[src/rtl/collect_sched.sv]
// collect_sched: request/reply sequencer for the collect board USB link.
// Catches a host bag (fs_read_i/read_btype_i), acks it with fd_read_o, decodes
// the bag type and, after a prep interval (plus data readiness for DATA bags),
// issues a send (fs_send_o/send_btype_o) and waits for fd_send_i.
// Ports:
//   clk_i, rst_ni        clock, synchronous active-low reset
//   fs_read_i            host bag received (level, held until fd_read_o)
//   read_btype_i[3:0]    received bag type, valid with fs_read_i
//   fd_read_o            read-side ack
//   data_rdy_i           acquisition frame ready in RAM
//   fs_send_o            start send, held until fd_send_i
//   send_btype_o[3:0]    bag type to send
//   fd_send_i            send complete
//   link_o               host link established
//   err_cnt_o[7:0]       saturating count of rejected/aborted requests
//   busy_o               high whenever not idling in WAIT
module collect_sched #(
  parameter logic [15:0] CNUM = 16'h0030,
  parameter logic [15:0] DNUM = 16'h0050,
  parameter logic [15:0] TOUT = 16'hFFFF
) (
  input  logic       clk_i,
  input  logic       rst_ni,
  input  logic       fs_read_i,
  input  logic [3:0] read_btype_i,
  output logic       fd_read_o,
  input  logic       data_rdy_i,
  output logic       fs_send_o,
  output logic [3:0] send_btype_o,
  input  logic       fd_send_i,
  output logic       link_o,
  output logic [7:0] err_cnt_o,
  output logic       busy_o
);

  typedef enum logic [3:0] {
    IDLE = 4'd0, WAIT = 4'd1, GAP  = 4'd2, WORK = 4'd3,
    LINK = 4'd4, CONF = 4'd5, TEMP = 4'd6, DATA = 4'd7,
    PREP = 4'd8, SEND = 4'd9, ABRT = 4'd10
  } state_e;

  state_e      state_q, state_d;
  logic [3:0]  btype_q, btype_d;
  logic [15:0] num_q, num_d;
  logic [15:0] lim_q, lim_d;
  logic        need_q, need_d;
  logic        link_q, link_d;
  logic [3:0]  sbt_q, sbt_d;
  logic [7:0]  err_q, err_d;
  logic        err_inc;

  // state and datapath registers
  always_ff @(posedge clk_i) begin
    if (!rst_ni) begin
      state_q <= IDLE;
      btype_q <= 4'h0;
      num_q   <= 16'h0;
      lim_q   <= 16'h0;
      need_q  <= 1'b0;
      link_q  <= 1'b0;
      sbt_q   <= 4'h0;
      err_q   <= 8'h0;
    end else begin
      state_q <= state_d;
      btype_q <= btype_d;
      num_q   <= num_d;
      lim_q   <= lim_d;
      need_q  <= need_d;
      link_q  <= link_d;
      sbt_q   <= sbt_d;
      err_q   <= err_d;
    end
  end

  // next-state and datapath update
  always_comb begin
    state_d = state_q;
    btype_d = btype_q;
    num_d   = 16'h0;             // num only runs in PREP/SEND
    lim_d   = lim_q;
    need_d  = need_q;
    link_d  = link_q;
    sbt_d   = sbt_q;
    err_inc = 1'b0;
    case (state_q)
      IDLE: state_d = WAIT;
      WAIT: if (fs_read_i) begin
        state_d = GAP;
        btype_d = read_btype_i;
      end
      GAP:  if (!fs_read_i) state_d = WORK;
      WORK: begin
        if (btype_q == 4'h8) state_d = LINK;
        else if (!link_q) begin
          state_d = WAIT;
          err_inc = 1'b1;
        end else begin
          case (btype_q)
            4'h9:       state_d = CONF;
            4'hA:       state_d = TEMP;
            4'hD, 4'hE: state_d = DATA;
            default: begin
              state_d = WAIT;
              err_inc = 1'b1;
            end
          endcase
        end
      end
      LINK: begin
        link_d = 1'b1; sbt_d = 4'h5; lim_d = CNUM; need_d = 1'b0; state_d = PREP;
      end
      CONF: begin
        sbt_d = 4'h6; lim_d = CNUM; need_d = 1'b0; state_d = PREP;
      end
      TEMP: begin
        sbt_d = 4'h7; lim_d = DNUM; need_d = 1'b0; state_d = PREP;
      end
      DATA: begin
        sbt_d = 4'h7; lim_d = DNUM; need_d = 1'b1; state_d = PREP;
      end
      PREP: begin
        num_d = num_q + 16'd1;
        // ready-to-send takes priority over timeout in the same cycle
        if (num_q >= lim_q - 16'd1 && (!need_q || data_rdy_i)) begin
          state_d = SEND;
          num_d   = 16'h0;
        end else if (num_q == TOUT - 16'd1) state_d = ABRT;
      end
      SEND: begin
        num_d = num_q + 16'd1;
        // completion takes priority over timeout in the same cycle
        if (fd_send_i) state_d = WAIT;
        else if (num_q == TOUT - 16'd1) state_d = ABRT;
      end
      ABRT: begin
        err_inc = 1'b1;
        state_d = WAIT;
      end
      default: state_d = IDLE;
    endcase
    err_d = (err_inc && err_q != 8'hFF) ? err_q + 8'd1 : err_q;
  end

  // outputs: plain decodes of the state register and datapath regs
  always_comb begin
    fd_read_o    = (state_q == GAP);
    fs_send_o    = (state_q == SEND);
    busy_o       = (state_q != WAIT);
    send_btype_o = sbt_q;
    link_o       = link_q;
    err_cnt_o    = err_q;
  end

endmodule

[config.mk]
export PLATFORM = sky130hd
export DESIGN_NAME = collect_sched
export DESIGN_NICKNAME = d
export VERILOG_FILES = /design/src/rtl/collect_sched.sv
export SDC_FILE = /design/constraint.sdc
export NUM_CORES = 1
export LEC_CHECK = 0
export BUFFER_PORTS_ARGS = -buffer_cell sky130_fd_sc_hd__buf_2
export CAP_MARGIN = 20
export CORE_UTILIZATION = 58
export DETAILED_ROUTE_END_ITERATION = 7
export PLACE_DENSITY = 0.84
export SYNTH_ARGS = -nofsm -noshare
export SYNTH_HDL_FRONTEND = slang
export SYNTH_SLANG_ARGS = --single-unit
[constraint.sdc]
create_clock -name clk_i -period 2.7 [get_ports clk_i]
set_clock_uncertainty 0.1 [all_clocks]
set_input_delay 0.405 -clock clk_i [delete_from_list [all_inputs] [get_ports clk_i]]
set_output_delay 0.405 -clock clk_i [all_outputs]
set_load 0.02 [all_outputs]
### Word level (Yosys, flattened, before mapping)

Cells that the tools add are included.

* register bits: 54
* word-level logic and storage cells: 67

* $add $sub $neg: 3
* $lt $le $gt $ge: 1
* equal/unequal tests: 20
* mux-type cells: 18
* reduce and logical (&&, ||, !) cells: 17

Operators by type and width (number)
* case mux 16 bit (2 select lines): 2
* == test 4 bit (second input constant): 8
* case mux 4 bit (7 select lines): 1
* 2-to-1 mux 4 bit: 5
* adder 16 x 1 -> 16 bit (second input constant): 1
* == test 16 bit (second input constant): 1
* == test 4 x 3 -> 1 bit (second input constant): 4
* greater-or-equal comparator 16 bit: 1
* 2-to-1 mux 16 bit: 1
* subtractor 16 x 1 -> 16 bit (second input constant): 1
* case mux 4 bit (3 select lines): 1
* case mux 3 bit (3 select lines): 1
* adder 8 x 1 -> 8 bit (second input constant): 1
* == test 4 x 2 -> 1 bit (second input constant): 2
* != test 8 bit (second input constant): 1
* OR reduction 2 bit: 4
* OR reduction 4 bit: 2
* 2-to-1 mux 3 bit: 2
* == test 4 x 1 -> 1 bit (second input constant): 1
* logical NOT 4 bit: 1
* != test 2 bit (second input constant): 2
* != test 4 x 1 -> 1 bit (second input constant): 1
* case mux 1 bit (2 select lines): 2
* AND reduction 2 bit: 2
* other kinds (7): 11

### Logic depth before layout (Yosys ltp)

Gate-level depths: netlist of run 1.

* depth after elaboration: 7
* mapped depth: 11
* mapped depth without buffers: 10

### Least setup slack after synthesis of run 1

Ideal clock, no wire load.

* path type: register to register
* start: register, netlist name send_btype_o[2]
* end: register num_q[10]
* library setup time: 130 ps
* arrival: 1963 ps
* slack: 508 ps
* stages on the path, launching flop included: 11
* buffers on the path: 1
* cell sequence: dfxtp_1 -> inv_1 -> ha_1 -> ha_1 -> ha_1 -> nand4_1 -> o21ai_1 -> o21ai_1 -> a21oi_2 -> buf_2 -> nor3_1

RTL lines
* end signal: assignment: line 66 `num_q <= num_d;`
* end: declaration: line 44 `logic [15:0] num_q, num_d;`

==> Flow_metrics.wiki, run 1 <==
{| class="wikitable"
! Metric !! Value
|-
| Status || finished, final reports clean
|-
| Switching power summed over all nets || 0.263 mW
|-
| Fraction of the cycle the final worst path needs || 87.4%
|-
| Async set-or-reset flop fraction in the synthesized netlist || 0%
|-
| Global-route wire length before repair || 7680 um
|-
| Detailed placement HPWL || 3270 um
|-
| Leakage dissipation || 0.935 nW
|-
| Cell count after synthesis || 263
|-
| Critical path launch point || send_btype_o[2]$_SDFFE_PN0P_
|-
| Summed negative setup slack over all endpoints || 0 ps
|-
| Worst slew slack as a fraction of its limit || 55.4%
|-
| Final hold violations || 0
|-
| Std cell rows || 22
|-
| Startpoint of the lowest-slack hold path || read_btype_i[0]
|-
| Die height || 64.0 um
|-
| Crit-path max FO || 16
|-
| Worst-case clock buffer depth || 2
|-
| Relative contribution of sequential cells to total power || 55.6%
|-
| Via count of the first global-routing pass || 1731
|-
| Cell area after synthesis || 0.00223 mm^2
|-
| Floorplan core area || 0.00366 mm^2
|-
| Wire length per cell || 13.6 um
|-
| First drt pass iteration count || 4
|-
| Average via count per standard cell || 5.93
|-
| Path type of the worst min-delay path || input port to flip-flop
|-
| Non-Filler Cell Area, Final || 0.00245 mm^2
|-
| Cell variety after synth || 51
|-
| Initial drt markers || 123
|-
| Num ports || 25
|-
| Share of the yosys chip area belonging to registers || 35.1%
|-
| Largest net degree at the start of global routing || 18
|-
| Root Buffer Master || sky130_fd_sc_hd__clkbuf_8
|-
| Die ar. || 0.00409 mm^2
|-
| Hold Worst Slack || 249 ps
|-
| Most common library cell in the layout ignoring fill and taps || sky130_fd_sc_hd__dfxtp_1
|-
| Maximum resistive drop on vdd || 0.000277 V
|-
| # diodes || 0
|-
| Setup bufs post-CTS || 0
|-
| Number of synthesized flops with an enable pin || 0
|-
| Tot GR Track Use || 24.1%
|-
| Final RePlAce weighted congestion || 0.959
|-
| Final Non-Filler Cells || 334
|-
| CP Class || flip-flop to flip-flop
|-
| Final setup violation count || 0
|-
| Crit path arrival time || 2410 ps
|-
| Switching part of the total || 24.7%
|-
| Die extent in x || 64.0 um
|-
| DRC || 0
|-
| Synthesized Nets || 289
|-
| Setup repair after global routing missed its margin || no
|-
| Effective utilization at floorplan || 60.8%
|-
| Warning count from the yosys run || 0
|-
| Slew @ Worst Pin || 667 ps
|-
| PwrDens || 435 mW/mm^2
|-
| Sinks on Clock Net || 39
|-
| Placement-stage cell area || 0.00236 mm^2
|-
| Min Clock Period, post-route || 2360 ps
|-
| CTS tree || done
|-
| Clock network latency to the later pin of the worst-skew pair || 290 ps
|-
| Clock-pin slew reported for the worst setup and hold paths after clock tree synthesis || 70 ps
|-
| Syn avg cell area || 8.47 um^2
|-
| Cts bufs inserted || 5
|-
| Via count || 1980
|-
| Number of synthesized register bits || 39
|-
| Layout area overhead || 9.89%
|-
| Count of nets left with antenna violations after detail routing || 0
|-
| Buffers on Ports || 23
|-
| Clk network pwr share || 35.7%
|-
| Placed Instances || 326
|-
| Total detailed-routing wirelength || 4530 um
|-
| Fin. max-slew vios || 0
|-
| Highest attainable clock frequency || 424 MHz
|-
| Crit path launch type || flip-flop
|-
| Worst r2r src || send_btype_o[2]$_SDFFE_PN0P_
|-
| Required time of the critical path || 2750 ps
|-
| Fraction of power consumed by combinational cells || 8.7%
|-
| Final nets || 311
|-
| Main flop type after synthesis || sky130_fd_sc_hd__dfxtp_1
|-
| Grt ovf || 0
|-
| Number of antenna violations at the first check in global routing || 0
|-
| H-tree depth || 2
|-
| Internal power of the cells || 0.802 mW
|-
| Final Util || 66.8%
|-
| Share of layout cells above drive strength 1 || 14.3%
|-
| Endpoint kind of the worst setup timing path || flip-flop
|-
| Leading cell types in the layout, fill and taps excluded || sky130_fd_sc_hd__dfxtp_1, sky130_fd_sc_hd__nor2_1, sky130_fd_sc_hd__buf_2, sky130_fd_sc_hd__nor3_1, sky130_fd_sc_hd__a21oi_1
|-
| Maximum capacitance violations || 0
|}
[sequential cells by signal, indices dropped and copies added, names as in the netlist]
register      flops
state_q           4
err_cnt_o         8
link_o            1
need_q            1
num_q            16
btype_q           4
lim_q             2
send_btype_o      3
[cell usage after synthesis (2+ instances only)]
| cell | count | area share [%] |
|---|---|---|
| sky130_fd_sc_hd__xor2_1 | 6 | 2.4 |
| sky130_fd_sc_hd__o41ai_1 | 3 | 1.2 |
| sky130_fd_sc_hd__nand2_1 | 12 | 2.0 |
| sky130_fd_sc_hd__nand3b_1 | 3 | 1.0 |
| sky130_fd_sc_hd__ha_1 | 17 | 9.6 |
| sky130_fd_sc_hd__nand2b_1 | 2 | 0.56 |
| sky130_fd_sc_hd__a21oi_1 | 19 | 4.3 |
| sky130_fd_sc_hd__o21ai_0 | 6 | 1.3 |
| sky130_fd_sc_hd__nor4_1 | 2 | 0.56 |
| sky130_fd_sc_hd__inv_1 | 10 | 1.7 |
| sky130_fd_sc_hd__nor2b_1 | 7 | 2.0 |
| sky130_fd_sc_hd__mux2i_1 | 5 | 2.2 |
| sky130_fd_sc_hd__clkbuf_1 | 4 | 0.67 |
| sky130_fd_sc_hd__nor3_1 | 21 | 4.7 |
| sky130_fd_sc_hd__nor2_1 | 24 | 4.0 |
| sky130_fd_sc_hd__xnor2_1 | 8 | 3.1 |
| sky130_fd_sc_hd__dfxtp_1 | 39 | 35 |
| sky130_fd_sc_hd__buf_4 | 3 | 1.0 |
| sky130_fd_sc_hd__or4_1 | 4 | 1.3 |
| sky130_fd_sc_hd__nand4_1 | 12 | 3.4 |
| sky130_fd_sc_hd__or3_1 | 3 | 0.84 |
| sky130_fd_sc_hd__o21bai_1 | 2 | 0.67 |
| sky130_fd_sc_hd__o31ai_1 | 2 | 0.67 |
| sky130_fd_sc_hd__and2_1 | 3 | 0.84 |
| sky130_fd_sc_hd__nor3_2 | 2 | 0.90 |
| sky130_fd_sc_hd__buf_2 | 2 | 0.45 |
| sky130_fd_sc_hd__nand3_1 | 13 | 2.9 |
| sky130_fd_sc_hd__or3b_1 | 2 | 0.79 |
| sky130_fd_sc_hd__a31oi_1 | 2 | 0.56 |
| sky130_fd_sc_hd__o21ai_1 | 4 | 0.90 |
[power groups by stage]
stage | combinational (mW) | clock [mW] | sequential [mW]
final | 0.0927 | 0.380 | 0.592
after global routing | 0.102 | 0.414 | 0.593
after CTS | 0.0914 | 0.388 | 0.592
after detailed placement | 0.0911 | 0 | 0.606
after global placement | 0.0898 | 0 | 0.605
after floorplan | 0.0677 | 0 | 0.606
[layer usage]
metal | GRT usage, % | wire, um | vias up
met2 | 37.8 | 2090 | 50
met4 | 9.38 | 59 | 0
met1 | 31.4 | 2110 | 918
li1 | - | - | 1005
met5 | 0 | 0 | -
met3 | 6.43 | 274 | 7
[worst max-delay path, cell delays in order, from the launching register on]
cell and delay (ps):
sky130_fd_sc_hd__dfxtp_1 350, sky130_fd_sc_hd__inv_1 80, sky130_fd_sc_hd__ha_1 200, sky130_fd_sc_hd__ha_1 280, sky130_fd_sc_hd__ha_1 290, sky130_fd_sc_hd__nand4_1 90, sky130_fd_sc_hd__o21ai_1 120, sky130_fd_sc_hd__o21ai_1 140
sky130_fd_sc_hd__a21oi_4 430, sky130_fd_sc_hd__nor3_1 120
[per-stage QoR]
stage          setup WS (ps)  power (mW)
6_report                 341        1.06
5_1_grt                  131        1.11
4_1_cts                  119        1.07
3_5_place_dp             122       0.697
3_3_place_gp             233       0.695
2_1_floorplan            508       0.673
[layout make-up]
| cell class | count | area [um^2] |
|---|---|---|
| Tap cell | 48 | 60.1 |
| Sequential cell | 39 | 781 |
| Clock buffer | 7 | 76.3 |
| Clock inverter | 1 | 5.00 |
| Fill cell | 301 | 1210 |
| Inverter | 11 | 41.3 |
| Timing Repair Buffer | 25 | 130 |
| Multi-Input combinational cell | 203 | 1350 |
[worst paths after layout]
| path | end | slack [ps] | cells past startpoint |
|---|---|---|---|
| max | num_q[3]$_SDFF_PN0_ | 340 | 9 |
| min | btype_q[0]$_SDFFE_PN0P_ | 250 | 3 |
| max reg2reg | num_q[3]$_SDFF_PN0_ | 340 | 9 |
| min reg2reg | err_cnt_o[6]$_SDFFE_PN0P_ | 400 | 2 |
[cell families after synthesis]
group	Yosys count	synth area share [%]
AND/OR/NAND/NOR	119	29.4
AO/OA/AOI/OAI	46	13.1
flip-flops	39	35.1
buffers and inverters	21	4.49
adder cells (fa/ha/maj)	17	9.55
XOR/XNOR	14	5.51
multiplexers	6	2.75
other	1	0.168
[repair_timing]
| item | 4_1_cts | 5_1_grt |
|---|---|---|
| endpoints found under the setup margin | 0 | 16 |
| hold buffers | 0 | 0 |
| resized for setup | 0 | 1 |
Power figures use the tool's default switching activity.
==> run 2, diff against run 1 <==
--- a/config.mk
+++ b/config.mk
@@ -11,4 +11,5 @@
 export DETAILED_ROUTE_END_ITERATION = 7
 export PLACE_DENSITY = 0.84
+export RECOVER_POWER = 25
 export SYNTH_ARGS = -nofsm -noshare
 export SYNTH_HDL_FRONTEND = slang
--- a/constraint.sdc
+++ b/constraint.sdc
@@ -3,3 +3,3 @@
 set_input_delay 0.405 -clock clk_i [delete_from_list [all_inputs] [get_ports clk_i]]
 set_output_delay 0.405 -clock clk_i [all_outputs]
-set_load 0.02 [all_outputs]
+set_load 0.01 [all_outputs]
==> Flow_metrics.wiki, run 2 (synthesis results as in run 1) <==
{| class="wikitable"
! Metric !! Value
|-
| Status || finished, final reports clean
|-
| Leading cell types in the layout, fill and taps excluded || sky130_fd_sc_hd__dfxtp_1, sky130_fd_sc_hd__nor2_1, sky130_fd_sc_hd__nor3_1, sky130_fd_sc_hd__a21oi_1, sky130_fd_sc_hd__ha_1
|-
| Grt ovf || 0 (unchanged)
|-
| Slew @ Worst Pin || 667 ps (+0.253 ps)
|-
| Final nets || 311 (unchanged)
|-
| Delay of the slowest cell on the worst path || 430 ps (about the same)
|-
| Num ports || 25 (unchanged)
|-
| Crit path launch type || flip-flop
|-
| CTS tree || done
|-
| Final setup violation count || 0 (unchanged)
|-
| Crit path arrival time || 2410 ps (about the same)
|-
| Worst-case clock buffer depth || 2 (unchanged)
|-
| Summed negative setup slack over all endpoints || 0 ps (unchanged)
|-
| Buffers on Ports || 23 (unchanged)
|-
| Maximum resistive drop on vdd || 0.000277 V (about the same)
|-
| Register containing the most flip-flops in the final layout || num_q
|-
| Fin. max-slew vios || 0 (unchanged)
|-
| Crit-path max FO || 16 (unchanged)
|-
| Die height || 64.0 um (unchanged)
|-
| Critical path launch point || send_btype_o[2]$_SDFFE_PN0P_
|-
| Sinks on Clock Net || 39 (unchanged)
|-
| Worst slew slack as a fraction of its limit || 55.4% (about the same)
|-
| Via count of the first global-routing pass || 1731 (unchanged)
|-
| Via count || 1983 (+0.15%)
|-
| Largest net degree at the start of global routing || 18 (unchanged)
|-
| Required time of the critical path || 2750 ps (about the same)
|-
| Root Buffer Master || sky130_fd_sc_hd__clkbuf_8
|-
| Non-Filler Cell Area, Final || 0.00243 mm^2 (-0.51%)
|-
| Path type of the worst min-delay path || input port to flip-flop
|-
| Count of nets left with antenna violations after detail routing || 0 (unchanged)
|-
| Count of buffering cells on the critical path with inverters included || 1 (unchanged)
|-
| Floorplan core area || 0.00366 mm^2 (unchanged)
|-
| Endpoint kind of the worst setup timing path || flip-flop
|-
| Highest attainable clock frequency || 423 MHz (-0.11%)
|-
| Cell family with the largest share of critical-path delay || adder cells
|-
| Tot GR Track Use || 24.1% (unchanged)
|-
| Share of layout cells above drive strength 1 || 10.8% (-3.5 points)
|-
| Wire length per cell || 13.6 um (+0.24%)
|-
| CP most frequent cell || sky130_fd_sc_hd__ha_1
|-
| First drt pass iteration count || 4 (unchanged)
|-
| Cts bufs inserted || 5 (unchanged)
|-
| Final Non-Filler Cells || 334 (unchanged)
|-
| Placed Instances || 326 (unchanged)
|-
| Clock-pin slew reported for the worst setup and hold paths after clock tree synthesis || 70 ps (about the same)
|-
| Number of antenna violations at the first check in global routing || 0 (unchanged)
|-
| CP Class || flip-flop to flip-flop
|-
| Cell type of the slowest stage on the worst timing path || sky130_fd_sc_hd__a21oi_4
|-
| Fraction of the cycle the final worst path needs || 87.5% (+0.098 points)
|-
| Filler Cell Count || 308 (+2.3%)
|-
| Die extent in x || 64.0 um (unchanged)
|-
| Initial drt markers || 120 (-2.4%)
|-
| Final hold violations || 0 (unchanged)
|-
| Std cell rows || 22 (unchanged)
|-
| Hold Worst Slack || 249 ps (-0.0270 ps)
|-
| DRC || 0 (unchanged)
|-
| Startpoint of the lowest-slack hold path || read_btype_i[0]
|-
| PwrDens || 436 mW/mm^2 (+0.20%)
|-
| Total Power Consumption || 1.06 mW (-0.32%)
|-
| Global-route wire length before repair || 7680 um (unchanged)
|-
| H-tree depth || 2 (unchanged)
|-
| Setup bufs post-CTS || 0 (unchanged)
|-
| Leakage dissipation || 0.892 nW (-4.5%)
|-
| Series of cell instances along the critical path || inv_1 -> ha_1 -> ha_1 -> ha_1 -> nand4_1 -> o21ai_1 -> o21ai_1 -> a21oi_4 -> nor3_1
|-
| Placement-stage cell area || 0.00236 mm^2 (unchanged)
|-
| Total detailed-routing wirelength || 4540 um (+0.24%)
|-
| Effective utilization at floorplan || 60.8% (unchanged)
|-
| Largest register FFs || 16 (unchanged)
|-
| Worst r2r src || send_btype_o[2]$_SDFFE_PN0P_
|-
| Detailed placement HPWL || 3270 um (unchanged)
|-
| # diodes || 0 (unchanged)
|-
| Maximum capacitance violations || 0 (unchanged)
|-
| Layout area overhead || 9.33%
|-
| Average via count per standard cell || 5.94 (+0.15%)
|-
| Most common library cell in the layout ignoring fill and taps || sky130_fd_sc_hd__dfxtp_1
|-
| Min Clock Period, post-route || 2360 ps (+2.64 ps)
|-
| Die ar. || 0.00409 mm^2 (unchanged)
|-
| Clock network latency to the later pin of the worst-skew pair || 290 ps (about the same)
|-
| Setup repair after global routing missed its margin || no
|-
| Final RePlAce weighted congestion || 0.959 (unchanged)
|}
-- run 2: cell count changes in the layout (fill, tap and decap cells not counted) --
cell                       previous run  this run
sky130_fd_sc_hd__buf_2               23        13
sky130_fd_sc_hd__clkbuf_1             2        12
-- run 2: layout make-up --
type	count	area (um^2)	area share [%]
clock inverters	1	5.00	0.206
clock buffers	7	76.3	3.13
well taps	48	60.1	2.47
repair buffers	25	118	4.83
inverters	11	41.3	1.70
multi-input cells	203	1350	55.6
flip-flops and latches	39	781	32.1
-- run 2: what timing repair did --
item	CTS	global route
resized for setup	0	1
hold buffers	0	0
setup endpoints to repair	0	16
-- run 2: path summary, 6_finish.rpt --
path	endpoint	slack [ps]	cells past startpoint
hold reg to reg	err_cnt_o[6]$_SDFFE_PN0P_	400	2
setup / recovery	num_q[3]$_SDFF_PN0_	340	9
setup reg to reg	num_q[3]$_SDFF_PN0_	340	9
hold / removal	btype_q[0]$_SDFFE_PN0P_	250	3
-- run 2: stage by stage --
| stage | setup WS [ps] | utilization (%) |
|---|---|---|
| floorplan | 508 | - |
| global placement | 233 | 64.4 |
| detailed placement | 122 | 64.4 |
| CTS | 119 | 66.6 |
| global route | 137 | 66.5 |
| finish | 338 | 66.5 |
-- run 2: power by group --
| part | switching, mW | internal, mW | total, mW |
|---|---|---|---|
| clock network | 0.200 | 0.181 | 0.381 |
| registers | 0.00915 | 0.583 | 0.592 |
| logic | 0.0510 | 0.0367 | 0.0878 |
-- run 2: worst register-to-register path: stages, from the launching register on --
cell and delay [ps]:
sky130_fd_sc_hd__dfxtp_1 360, sky130_fd_sc_hd__inv_1 80, sky130_fd_sc_hd__ha_1 200, sky130_fd_sc_hd__ha_1 280, sky130_fd_sc_hd__ha_1 290, sky130_fd_sc_hd__nand4_1 90
sky130_fd_sc_hd__o21ai_1 120, sky130_fd_sc_hd__o21ai_1 140, sky130_fd_sc_hd__a21oi_4 430, sky130_fd_sc_hd__nor3_1 130
-- run 2: per-layer routing --
metal | routed length [um] | global-route usage (%) | vias to the layer above | part of all wire (%)
met5 | 0 | 0 | - | 0
met4 | 59 | 9.38 | 0 | 1.3
met3 | 282 | 6.43 | 7 | 6.2
met2 | 2070 | 37.8 | 54 | 45
met1 | 2140 | 31.4 | 920 | 47
li1 | - | - | 1002 | -
==> run 3, diff against run 2 <==
Settings changed: CELL_PAD_IN_SITES_DETAIL_PLACEMENT set to 1, CELL_PAD_IN_SITES_GLOBAL_PLACEMENT set to 2, CORE_UTILIZATION 58 to 35.
==> Flow_metrics.wiki, run 3 (synthesis results as in run 1) <==
{| class="wikitable"
! Metric !! Value
|-
| Min Clock Period, post-route || 2380 ps (+21.7 ps)
|-
| Highest attainable clock frequency || 420 MHz (-0.91%)
|-
| Crit path arrival time || 2480 ps (+70 ps)
|-
| Largest net degree at the start of global routing || 17 (-1)
|-
| DRC || 0 (unchanged)
|-
| Leading cell types in the layout, fill and taps excluded || sky130_fd_sc_hd__dfxtp_1, sky130_fd_sc_hd__nor2_1, sky130_fd_sc_hd__nor3_1, sky130_fd_sc_hd__a21oi_1, sky130_fd_sc_hd__ha_1
|-
| Initial drt markers || 58 (-52%)
|-
| Die ar. || 0.00669 mm^2 (+63%)
|-
| Total detailed-routing wirelength || 5640 um (+24%)
|-
| Path type of the worst min-delay path || input port to flip-flop
|-
| Summed negative setup slack over all endpoints || 0 ps (unchanged)
|-
| Count of nets left with antenna violations after detail routing || 0 (unchanged)
|-
| Non-Filler Cell Area, Final || 0.00250 mm^2 (+2.8%)
|-
| CTS Hold Bufs || 0 (unchanged)
|-
| Register containing the most flip-flops in the final layout || num_q
|-
| Largest register FFs || 16 (unchanged)
|-
| Grt ovf || 0 (unchanged)
|-
| Worst-case clock buffer depth || 2 (unchanged)
|-
| Placement-stage cell area || 0.00241 mm^2 (+2.1%)
|-
| Setup bufs post-CTS || 0 (unchanged)
|-
| Fraction of the cycle the final worst path needs || 88.3% (+0.80 points)
|-
| Leakage dissipation || 0.914 nW (+2.5%)
|-
| Most common library cell in the layout ignoring fill and taps || sky130_fd_sc_hd__dfxtp_1
|-
| PwrDens || 475 mW/mm^2 (+9.0%)
|-
| Worst slew slack as a fraction of its limit || 54.0% (-1.4 points)
|-
| Layout area overhead || 12.4%
|-
| Crit path launch type || flip-flop
|-
| Die extent in x || 81.8 um (+28%)
|-
| Area taken by multi-input logic gates || 0.00135 mm^2 (-0.55%)
|-
| Clock-pin slew reported for the worst setup and hold paths after clock tree synthesis || 80 ps (about the same)
|-
| Final hold violations || 0 (unchanged)
|-
| Maximum resistive drop on vdd || 0.000220 V (-21%)
|-
| Via count of the first global-routing pass || 1938 (+12%)
|-
| Sinks on Clock Net || 39 (unchanged)
|-
| Filler Cell Count || 751 (+140%)
|-
| Crit-path max FO || 16 (unchanged)
|-
| Status || finished, final reports clean
|-
| First drt pass iteration count || 4 (unchanged)
|-
| Tot GR Track Use || 18.2% (-5.9 points)
|-
| H-tree depth || 2 (unchanged)
|-
| DP Worst Slack || 329 ps (+206 ps)
|-
| Buffers on Ports || 23 (unchanged)
|-
| Via count || 2008 (+1.3%)
|-
| Final worst-path setup slack || 317 ps (-21.7 ps)
|-
| Wire length per cell || 15.5 um (+14%)
|-
| Root Buffer Master || sky130_fd_sc_hd__clkbuf_8
|-
| Endpoint kind of the worst setup timing path || flip-flop
|-
| # resized after CTS || 0 (unchanged)
|-
| Number of antenna violations at the first check in global routing || 0 (unchanged)
|-
| # diodes || 0 (unchanged)
|-
| Final nets || 313 (+0.64%)
|-
| Final setup violation count || 0 (unchanged)
|-
| Maximum capacitance violations || 0 (unchanged)
|-
| Setup repair after global routing missed its margin || no
|-
| Cts bufs inserted || 5 (unchanged)
|-
| CP Class || flip-flop to flip-flop
|-
| Final RePlAce weighted congestion || 0.806 (-16%)
|-
| Die height || 81.8 um (+28%)
|-
| Effective utilization at floorplan || 37.0% (-24 points)
|-
| Global-route wire length before repair || 9220 um (+20%)
|-
| Detailed placement HPWL || 4220 um (+29%)
|-
| Area occupied by registers || 781 um^2 (unchanged)
|-
| Required time of the critical path || 2800 ps (+50 ps)
|-
| Slew @ Worst Pin || 688 ps (+20.5 ps)
|-
| Fin. max-slew vios || 0 (unchanged)
|-
| Std cell rows || 28 (+27%)
|-
| Share of layout cells above drive strength 1 || 11.8% (+0.97 points)
|-
| Floorplan core area || 0.00603 mm^2 (+65%)
|-
| Average via count per standard cell || 5.53 (-6.8%)
|-
| Total Power Consumption || 1.19 mW (+12%)
|-
| CTS tree || done
|-
| Clock network latency to the later pin of the worst-skew pair || 300 ps (about the same)
|-
| Num ports || 25 (unchanged)
|}
-- run 3: cell types whose count changed in the layout (fill, tap and decap cells not counted), sizes merged --
cell    delta
clkinv     +1
clkbuf     -1
buf        +1
bufinv     +1
-- run 3: area by class of cell --
type / instances / area share (%)
Multi-Input combinational cell: 203 / 53.8
Sequential cell: 39 / 31.2
Inverter: 11 / 1.65
Timing Repair Buffer: 27 / 5.15
Clock buffer: 5 / 2.75
Tap cell: 75 / 3.75
Clock inverter: 3 / 1.75
-- run 3: per-stage QoR --
stage	hold WS, ps	cells	util [%]
after global routing	256	363	41.5
after detailed placement	385	355	40.0
after floorplan	347	263	-
final	237	363	41.5
after global placement	362	355	40.0
after CTS	236	363	41.8
-- run 3: path summary, 6_finish.rpt --
path | startpoint | end | slack (ps) | depth (start not counted)
worst max-delay path | send_btype_o[2]$_SDFFE_PN0P_ | num_q[12]$_SDFF_PN0_ | 320 | 11
worst min-delay path | read_btype_i[1] | btype_q[1]$_SDFFE_PN0P_ | 240 | 3
worst max register to register | send_btype_o[2]$_SDFFE_PN0P_ | num_q[12]$_SDFF_PN0_ | 320 | 11
worst min register to register | err_cnt_o[6]$_SDFFE_PN0P_ | err_cnt_o[6]$_SDFFE_PN0P_ | 400 | 2
-- run 3: report_power, final --
part           switching, mW  internal [mW]  total, mW
Sequential           0.00952          0.583      0.593
Clock                  0.230          0.276      0.506
Combinational         0.0543         0.0371     0.0913
Total                  0.294          0.896       1.19
-- run 3: worst max-delay path: stages (launching register included) --
cell	delay, ps
sky130_fd_sc_hd__dfxtp_1	360
sky130_fd_sc_hd__inv_1	80
sky130_fd_sc_hd__ha_1	200
sky130_fd_sc_hd__ha_1	170
sky130_fd_sc_hd__inv_1	120
sky130_fd_sc_hd__ha_1	260
sky130_fd_sc_hd__nand2_1	70
sky130_fd_sc_hd__o21ai_1	80
sky130_fd_sc_hd__a211oi_2	350
sky130_fd_sc_hd__a21oi_2	90
sky130_fd_sc_hd__buf_4	200
sky130_fd_sc_hd__nor3_1	200
-- run 3: routing by layer --
| layer | GRT usage [%] | vias up | wire, um |
|---|---|---|---|
| li1 | - | 999 | - |
| met1 | 25.2 | 970 | 2940 |
| met2 | 28.6 | 35 | 2490 |
| met3 | 3.67 | 4 | 153 |
| met4 | 4.74 | 0 | 47 |
| met5 | 0 | - | 0 |
